`src/rtl/uart_pkg.sv`:
```
// Shared UART definitions: FSM state encoding and default frame geometry,
// common to the receiver and the transmitter.
package uart_pkg;

    // Default frame geometry shared with the transmitter.
    localparam int unsigned UART_CLKS_PER_BIT = 16;
    localparam int unsigned UART_DATA_BITS    = 8;

    typedef enum logic [2:0] {
        IDLE      = 3'd0,
        START     = 3'd1,
        DATA      = 3'd2,
        STOP      = 3'd3,
        WAIT_HIGH = 3'd4
    } uart_state_e;

endpackage

```
`src/rtl/sync_2ff.sv`:
```
// Generic two-flop synchroniser for asynchronous inputs, with a selectable
// reset value so an idle-high line does not look active out of reset.
module sync_2ff #(
    parameter int unsigned      WIDTH     = 1,
    parameter logic [WIDTH-1:0] RESET_VAL = '0
) (
    input  logic             clk,
    input  logic             rst,
    input  logic [WIDTH-1:0] d,
    output logic [WIDTH-1:0] q
);

    logic [WIDTH-1:0] meta_q;
    logic [WIDTH-1:0] sync_q;

    // Two-stage capture of the asynchronous input.
    always_ff @(posedge clk) begin
        if (!rst) begin
            meta_q <= RESET_VAL;
            sync_q <= RESET_VAL;
        end else begin
            meta_q <= d;
            sync_q <= meta_q;
        end
    end

    assign q = sync_q;

endmodule

```
`src/rtl/uart_rx.sv`:
```
// UART receiver: synchronises the rx line, finds the start bit, samples each
// bit at mid-bit (LSB first), checks the stop bit and pulses valid/frame_err.
module uart_rx
    import uart_pkg::*;
#(
    parameter int unsigned CLKS_PER_BIT = UART_CLKS_PER_BIT,
    parameter int unsigned DATA_BITS    = UART_DATA_BITS
) (
    input  logic                 clk,
    input  logic                 rst,
    input  logic                 rx,
    output logic [DATA_BITS-1:0] data,
    output logic                 valid,
    output logic                 frame_err,
    output logic                 busy
);

    localparam int unsigned CNT_W = $clog2(CLKS_PER_BIT);
    localparam int unsigned IDX_W = $clog2(DATA_BITS + 1);

    // Counter values at the sample points: HALF-1 lands on mid start bit,
    // CLKS_PER_BIT-1 lands on mid of every following bit.
    localparam logic [CNT_W-1:0] HALF_M1  = CNT_W'(CLKS_PER_BIT / 2 - 1);
    localparam logic [CNT_W-1:0] BIT_M1   = CNT_W'(CLKS_PER_BIT - 1);
    localparam logic [IDX_W-1:0] LAST_IDX = IDX_W'(DATA_BITS - 1);

    logic rx_s;

    uart_state_e          state_q, state_d;
    logic [CNT_W-1:0]     cnt_q, cnt_d;
    logic [IDX_W-1:0]     idx_q, idx_d;
    logic [DATA_BITS-1:0] shift_q, shift_d;
    logic [DATA_BITS-1:0] data_q, data_d;
    logic                 valid_q, valid_d;
    logic                 ferr_q, ferr_d;

    // Line synchroniser; resets high so reset never looks like a start bit.
    sync_2ff #(
        .WIDTH     (1),
        .RESET_VAL (1'b1)
    ) u_sync (
        .clk (clk),
        .rst (rst),
        .d   (rx),
        .q   (rx_s)
    );

    // State, counters, shift register and output registers.
    always_ff @(posedge clk) begin
        if (!rst) begin
            state_q <= IDLE;
            cnt_q   <= '0;
            idx_q   <= '0;
            shift_q <= '0;
            data_q  <= '0;
            valid_q <= 1'b0;
            ferr_q  <= 1'b0;
        end else begin
            state_q <= state_d;
            cnt_q   <= cnt_d;
            idx_q   <= idx_d;
            shift_q <= shift_d;
            data_q  <= data_d;
            valid_q <= valid_d;
            ferr_q  <= ferr_d;
        end
    end

    // Next-state logic: bit timing, sampling and frame checking.
    always_comb begin
        state_d = state_q;
        cnt_d   = cnt_q + 1'b1;
        idx_d   = idx_q;
        shift_d = shift_q;
        data_d  = data_q;
        valid_d = 1'b0;
        ferr_d  = 1'b0;

        case (state_q)
            IDLE: begin
                cnt_d = '0;
                if (!rx_s) begin
                    state_d = START;
                end
            end
            START: begin
                if (cnt_q == HALF_M1) begin
                    cnt_d = '0;
                    if (rx_s) begin
                        state_d = IDLE;
                    end else begin
                        state_d = DATA;
                        idx_d   = '0;
                    end
                end
            end
            DATA: begin
                if (cnt_q == BIT_M1) begin
                    cnt_d   = '0;
                    shift_d = {rx_s, shift_q[DATA_BITS-1:1]};
                    idx_d   = idx_q + 1'b1;
                    if (idx_q == LAST_IDX) begin
                        state_d = STOP;
                    end
                end
            end
            STOP: begin
                if (cnt_q == BIT_M1) begin
                    cnt_d = '0;
                    if (rx_s) begin
                        data_d  = shift_q;
                        valid_d = 1'b1;
                        state_d = IDLE;
                    end else begin
                        ferr_d  = 1'b1;
                        state_d = WAIT_HIGH;
                    end
                end
            end
            WAIT_HIGH: begin
                // A held-low line (break) must not be taken as a new start bit.
                cnt_d = '0;
                if (rx_s) begin
                    state_d = IDLE;
                end
            end
            default: begin
                cnt_d   = '0;
                state_d = IDLE;
            end
        endcase
    end

    assign data      = data_q;
    assign valid     = valid_q;
    assign frame_err = ferr_q;
    assign busy      = (state_q != IDLE);

endmodule

```
`config.mk`:
```
export PLATFORM = sky130hd
export DESIGN_NAME = uart_rx
export DESIGN_NICKNAME = d
export VERILOG_FILES = /design/src/rtl/uart_pkg.sv /design/src/rtl/sync_2ff.sv /design/src/rtl/uart_rx.sv
export SDC_FILE = /design/constraint.sdc
export NUM_CORES = 1
export LEC_CHECK = 0
export CAP_MARGIN = 30
export CORE_MARGIN = 4
export CORE_UTILIZATION = 50
export CTS_CLUSTER_SIZE = 24
export DETAILED_ROUTE_END_ITERATION = 16
export GPL_ROUTABILITY_DRIVEN = 0
export PLACE_DENSITY = 0.75
export SETUP_SLACK_MARGIN = 0.4
export SLEW_MARGIN = 10
export SYNTH_ARGS = -nofsm -noshare
export SYNTH_HDL_FRONTEND = slang
export SYNTH_SLANG_ARGS = --single-unit
export TNS_END_PERCENT = 1
```
`constraint.sdc`:
```
create_clock -name clk -period 4.9 [get_ports clk]
set_clock_uncertainty 0.15 [all_clocks]
set_input_delay 1.47 -clock clk [delete_from_list [all_inputs] [get_ports clk]]
set_output_delay 1.47 -clock clk [all_outputs]
set_load 0.05 [all_outputs]
```
Yosys cells after proc, flatten, opt, wreduce, memory -nomap -nowiden

Index checks and enable logic that the tools add are counted.
W data, S select, Z words.

Register bits: 31
Input bits: 3
Output and inout bits: 11
Logic and storage cells: 52

Add/sub/neg operators: 2
Eq/ne operators: 14
Mux-type cells: 18
Reduce and logical (&&, ||, !) cells: 9

Operator list:

| cell                  | count |
|---|---|
| $mux W3               | 7 |
| $mux W4               | 5 |
| $pmux W4 S2           | 2 |
| $pmux W3 S5           | 1 |
| $ne A2 B2 Y1 const B  | 6 |
| $add A4 B1 Y4 const B | 2 |
| $eq A4 B3 Y1 const B  | 2 |
| $eq A3 B2 Y1 const B  | 2 |
| $reduce_and A3 Y1     | 2 |
| $reduce_and A6 Y1     | 1 |
| $eq A4 B4 Y1 const B  | 1 |
| $reduce_and A4 Y1     | 1 |
| $eq A3 B1 Y1 const B  | 1 |
| $eq A3 B3 Y1 const B  | 1 |
| $logic_not A3 Y1      | 1 |
| $reduce_bool A3 Y1    | 1 |
| $mux W1               | 2 |
| $mux W2               | 1 |
| $ne A2 B1 Y1 const B  | 1 |
| $reduce_and A2 Y1     | 1 |
| $reduce_bool A2 Y1    | 1 |
| $reduce_or A2 Y1      | 1 |

Longest topological paths before layout

Gate-level depths: netlist of the first run.

Word-level depth: 4
Gate-level depth with buffers: 6
Gate-level depth less buffers: 5

By module

From an unflattened synthesis of the first run, not the netlist that was laid out.

Cell total of the unflattened synthesis: 141
Area, all modules: 1260.0 um^2

Modules (own cells, without submodules):

| module   | instances | cells each | area an instance (um^2) | sequential area each (um^2) |
|---|---|---|---|---|
| uart_rx  | 1         | 137        | 1207.4                  | 580.6 |
| sync_2ff | 1         | 4          | 52.6                    | 40.0 |

Worst setup path after synthesis of the first run

Ideal clock, no wire load.

Path type: register -> output
From: reg state_q[2]
To: out busy
Arrival: 1043 ps
Required time: 3280 ps
Slack: 2237 ps
Stages on the path, launching flop included: 3
Path buffers: 1
Cell sequence: dfxtp_1 > buf_2 > or3_1

Longest elaborated chain between the ends: 1

RTL lines:

| item                   | RTL line       | source |
|---|---|---|
| from (decl)            | uart_rx.sv:29  | `uart_state_e state_q, state_d;` |
| from (signal assigned) | uart_rx.sv:59  | `state_q <= state_d;` |
| $reduce_bool A3 Y1     | uart_rx.sv:137 | `assign busy = (state_q != IDLE);` |
| to (decl)              | uart_rx.sv:15  | `output logic busy` |

No other way between the ends.

Worst setup path in the final report of the first run

From: reg state_q[0]
To: out busy

Same word-level chain as after synthesis.

==> reports/qor.csv, run 1 <==
metric,value,unit
status,"complete, no violations",
port_buffers,13,
finalCritPeriodShare,71.0,%
hp-class,reg -> reg,
cts_tree,yes,
cp_max_fo,12,
final_cell_mix,"dfxtp_1 (31), mux2i_1 (19), nor2b_1 (19)",
p_per_area,265,nW/um^2
route.detailed.drc,0,
via_per_inst,5.32,
wirelength,2250,um
end_kind,output pin,
tightest_slew,723,ps
grt.overflow.total,0,
synth.distinct_cells,34,
async_reset_ff_share,0,%
crit_path_top_delay_cell,clkdlybuf4s50_1,
syn_inst,132,
syn_area,1360,um^2
ys.flop_type,dfxtp_1,
drive_above_1_share,10.9,%
chipHeight,60.1,um
drt_iter0_drc,44,
worstPathCellList,"or3_1, clkdlybuf4s50_1",
fmax,287,MHz
power,0.000410,W
cp_data_required_time,3280,ps
synth_edf_count,0,
clock_latency,320,ps
wl_per_cell,12.7,um
grt_pass1_wl,3860,um
nets,151,
insertedDiodeCount,0,
postCtsSetupRepairBufs,0,
dpl.hpwl,1510,um
worstPathArrival,1860,ps
ys_seq_area_share,45.8,%
grt_pass1_vias,901,
dieWidth,60.1,um
io_pins,14,
start_util,53.8,%
design_area,1550,um^2
htreeDepth,2,
final_hold_viol_count,0,
p_leak,0.527,nW
peakVddDrop,0.220,mV
core,2520,um^2
numCtsBuffers,5,
cts_sinks,31,
rows,18,
mostFrequentLayoutCell,dfxtp_1,
fillers,226,
syn_area_per_cell,10.3,um^2
num_vias,942,
clock_path_buffers,2,
slew_headroom,51.6,%
synth_nets,137,
synth_area_leaders,"dfxtp_1 (46%), mux2i_1 (14%), nor2b_1 (8.8%)",
synth_top_area_cell,dfxtp_1,
ys_ff_latch,31,
yosysWarnings,0,
period_needed,3480,ps
area_delta_synth_final,14.1,%
grt_max_degree,28,
critPathMaxStageDelay,790,ps
grt_setup_unrepaired,false,
path_buf_inv,1,
report.final.slew_viol_count,0,
post_cts_resized,0,
clockRootBuffer,clkbuf_4,
dr.pass1.iters,4,
cpLargestDelayFamily,buffers and inverters,
postCtsHoldBufs,0,
placed_area,1490,um^2
antenna_left,0,
track_usage,14.5,%
finalSetupTns,0,ps
startpoint_type,flip-flop,
setup_viol,0,
synth_top_area_share,45.8,%
max_cap_viol_count,0,
grt_antenna_before_repair,0,
die_area,3610,um^2
path_class,reg -> out,
path_clk_slew,100,ps
-- final timing paths --
path / end / cells past startpoint / slack (ps) / startpoint
max: busy / 2 / 1420 / state_q[0]
min: u_sync.q / 1 / 270 / u_sync.meta_q
max reg2reg: shift_q[3] / 6 / 2890 / cnt_q[0]
min reg2reg: u_sync.q / 1 / 270 / u_sync.meta_q
-- sequential cells by signal, indices dropped and copies added, names as in the netlist --
| signal | cells |
|---|---|
| u_sync.q | 1 |
| data | 8 |
| cnt_q | 4 |
| valid | 1 |
| shift_q | 8 |
| u_sync.meta_q | 1 |
| frame_err | 1 |
| idx_q | 4 |
| state_q | 3 |
-- layout make-up --
class                   count  area (um^2)  share of cell area (%)
well taps                  30         37.5                    2.43
inverters                   1         3.75                   0.243
repair buffers             14          138                    8.89
multi-input cells          93          694                    44.9
clock buffers               6         41.3                    2.67
flip-flops and latches     31          621                    40.1
clock inverters             2         12.5                   0.808
-- synth_stat cells, drive strengths merged, types with 2 or more instances --
cell    instances
clkbuf          3
mux2i          19
nand2           7
nand2b          3
nor3            4
buf             4
nor2b          19
a21boi          2
nand3b          3
dfxtp          31
o21ai           2
ha              2
nand4b          3
nor2            7
xnor2           3
and2            2
nand3           7
-- cells by family (layout without fill, tap and decap cells) --
group / count (synthesis) / after routing / synth area share (%)
AOI/OAI and AO/OA: 9 / 9 / 6.18
xor gates and xnor gates: 4 / 4 / 2.58
adders and majority gates: 2 / 2 / 1.84
buffers and inverters: 8 / 23 / 3.04
DFF: 31 / 31 / 45.8
muxes: 19 / 19 / 14.0
and+or+nand+nor: 59 / 59 / 26.6
-- metrics by stage --
step | std cells | worst slack [ps] | utilization [%] | hold slack, ps
finish | 177 | 1420 | 61.4 | 270
global route | 177 | 1330 | 61.4 | 313
CTS | 176 | 1400 | 61.1 | 274
detailed placement | 168 | 1540 | 58.9 | 251
global placement | 168 | 1610 | 58.9 | 240
floorplan | 132 | 2240 | - | 236
-- layer usage --
metal,vias to the layer above,share of wire [%],global-route usage [%]
met1,439,50,18.7
met5,-,0,0
met4,0,0.62,7.59
met2,12,46,21.6
met3,2,2.8,4.54
li1,489,-,-
-- where the power goes --
group          switching, W  internal [W]   total, W
logic            0.00000648    0.00000704  0.0000135
clock network     0.0000867     0.0000553   0.000142
registers        0.00000149      0.000253   0.000254
(Power assumes the default switching activity.)
==> inputs of run 2 (changes only) <==
==> constraint.sdc (replaced) <==
create_clock -name clk -period 3.4 [get_ports clk]
set_clock_uncertainty 0.15 [all_clocks]
set_input_delay 1.02 -clock clk [delete_from_list [all_inputs] [get_ports clk]]
set_output_delay 1.02 -clock clk [all_outputs]
set_load 0.05 [all_outputs]
==> run 2 against run 1 <==
  * Clock power up 49%
  * Power up 46%
  * Register-to-register slack worse by 1400 ps
  * Sequential power up 44%
  * Critical path type unchanged
  * Critical endpoint unchanged
  * Highest routed layer unchanged
==> reports/qor.csv, run 2 (synthesis gave the netlist of run 1 again) <==
metric,value,unit
grt.overflow.total,0,
cp_data_required_time,2230,ps
port_buffers,13,
status,"complete, no violations",
p_per_area,384,nW/um^2
finalSetupTns,0,ps
power,0.000598,W
max_cap_viol_count,0,
min_from,u_sync.meta_q,
fmax,364,MHz
track_usage,15.6,%
grt_antenna_before_repair,0,
grt_pass1_vias,930,
final_hold_viol_count,0,
clock_path_buffers,2,
mostFrequentLayoutCell,dfxtp_1,
r2r_start,state_q[0],
start_util,53.8,%
hp-class,reg -> reg,
report.final.slew_viol_count,0,
peakVddDrop,0.298,mV
place_inst,170,
route.detailed.drc,0,
dpl.hpwl,1640,um
insertedDiodeCount,0,
dieWidth,60.1,um
finalCritPeriodShare,80.8,%
p_leak,0.542,nW
cts_sinks,31,
htreeDepth,2,
grt_pass1_wl,4130,um
startpoint,state_q[0],
fillers,224,
io_pins,14,
postCtsHoldBufs,0,
drive_above_1_share,11.6,%
grt_setup_unrepaired,false,
startpoint_type,flip-flop,
clockRootBuffer,clkbuf_4,
chipHeight,60.1,um
antenna_left,0,
cp_max_fo,12,
setup_viol,0,
end_kind,output pin,
via_per_inst,5.36,
final_cell_mix,"dfxtp_1 (31), mux2i_1 (19), nor2b_1 (19)",
clock_latency,320,ps
instances_no_fill,177,
path_clk_slew,100,ps
core,2520,um^2
slew_headroom,66.8,%
wl_per_cell,13.2,um
post_cts_resized,1,
wirelength,2330,um
die_area,3610,um^2
rows,18,
drt_iter0_drc,43,
grt_max_degree,25,
path_class,reg -> out,
cts_tree,yes,
nets,152,
numCtsBuffers,5,
tightest_slew,496,ps
dr.pass1.iters,4,
postCtsSetupRepairBufs,0,
design_area,1560,um^2
area_delta_synth_final,14.8,%
placed_area,1500,um^2
worstPathArrival,1580,ps
period_needed,2750,ps
num_vias,949,
==> run 2: cell type report <==
| cell class | instances | area (um^2) | area share, % |
|---|---|---|---|
| Sequential cell | 31 | 621 | 39.9 |
| Multi-Input combinational cell | 93 | 694 | 44.6 |
| Clock buffer | 6 | 51.3 | 3.30 |
| Clock inverter | 1 | 5.00 | 0.322 |
| Inverter | 1 | 3.75 | 0.241 |
| Tap cell | 30 | 37.5 | 2.41 |
| Timing Repair Buffer | 15 | 144 | 9.24 |
==> run 2: per-layer routing <==
layer	vias to the layer above	global-route usage (%)	wire length [um]	part of all wire, %
met3	7	5.83	113	4.8
li1	486	-	-	-
met2	19	24.1	1090	47
met1	437	19.0	1080	46
met4	0	7.59	48	2.1
met5	-	0	0	0
==> run 2: report_power, final <==
group / internal [W] / total (W) / switching (W)
sequential: 0.000364 / 0.000366 / 0.00000200
combinational: 0.0000104 / 0.0000203 / 0.00000988
clock: 0.0000956 / 0.000211 / 0.000116
==> run 2: critical path: stages (launching register included) <==
cell and delay (ps):
dfxtp_1 570, or3_1 160, dlygate4sd2_1 520
==> run 2: stage by stage <==
step	utilization (%)	hold WS [ps]	setup slack, ps
final	61.7	255	653
after floorplan	-	236	1190
after CTS	61.7	260	640
after global routing	61.7	276	579
after global placement	59.5	250	749
after detailed placement	59.5	252	743
==> run 2: final timing paths <==
kind	to	cells past startpoint	slack, ps
worst min register to register	u_sync.q	1	250
worst max-delay path	busy	2	650
worst max register to register	idx_q[0]	4	1480
worst min-delay path	u_sync.q	1	250
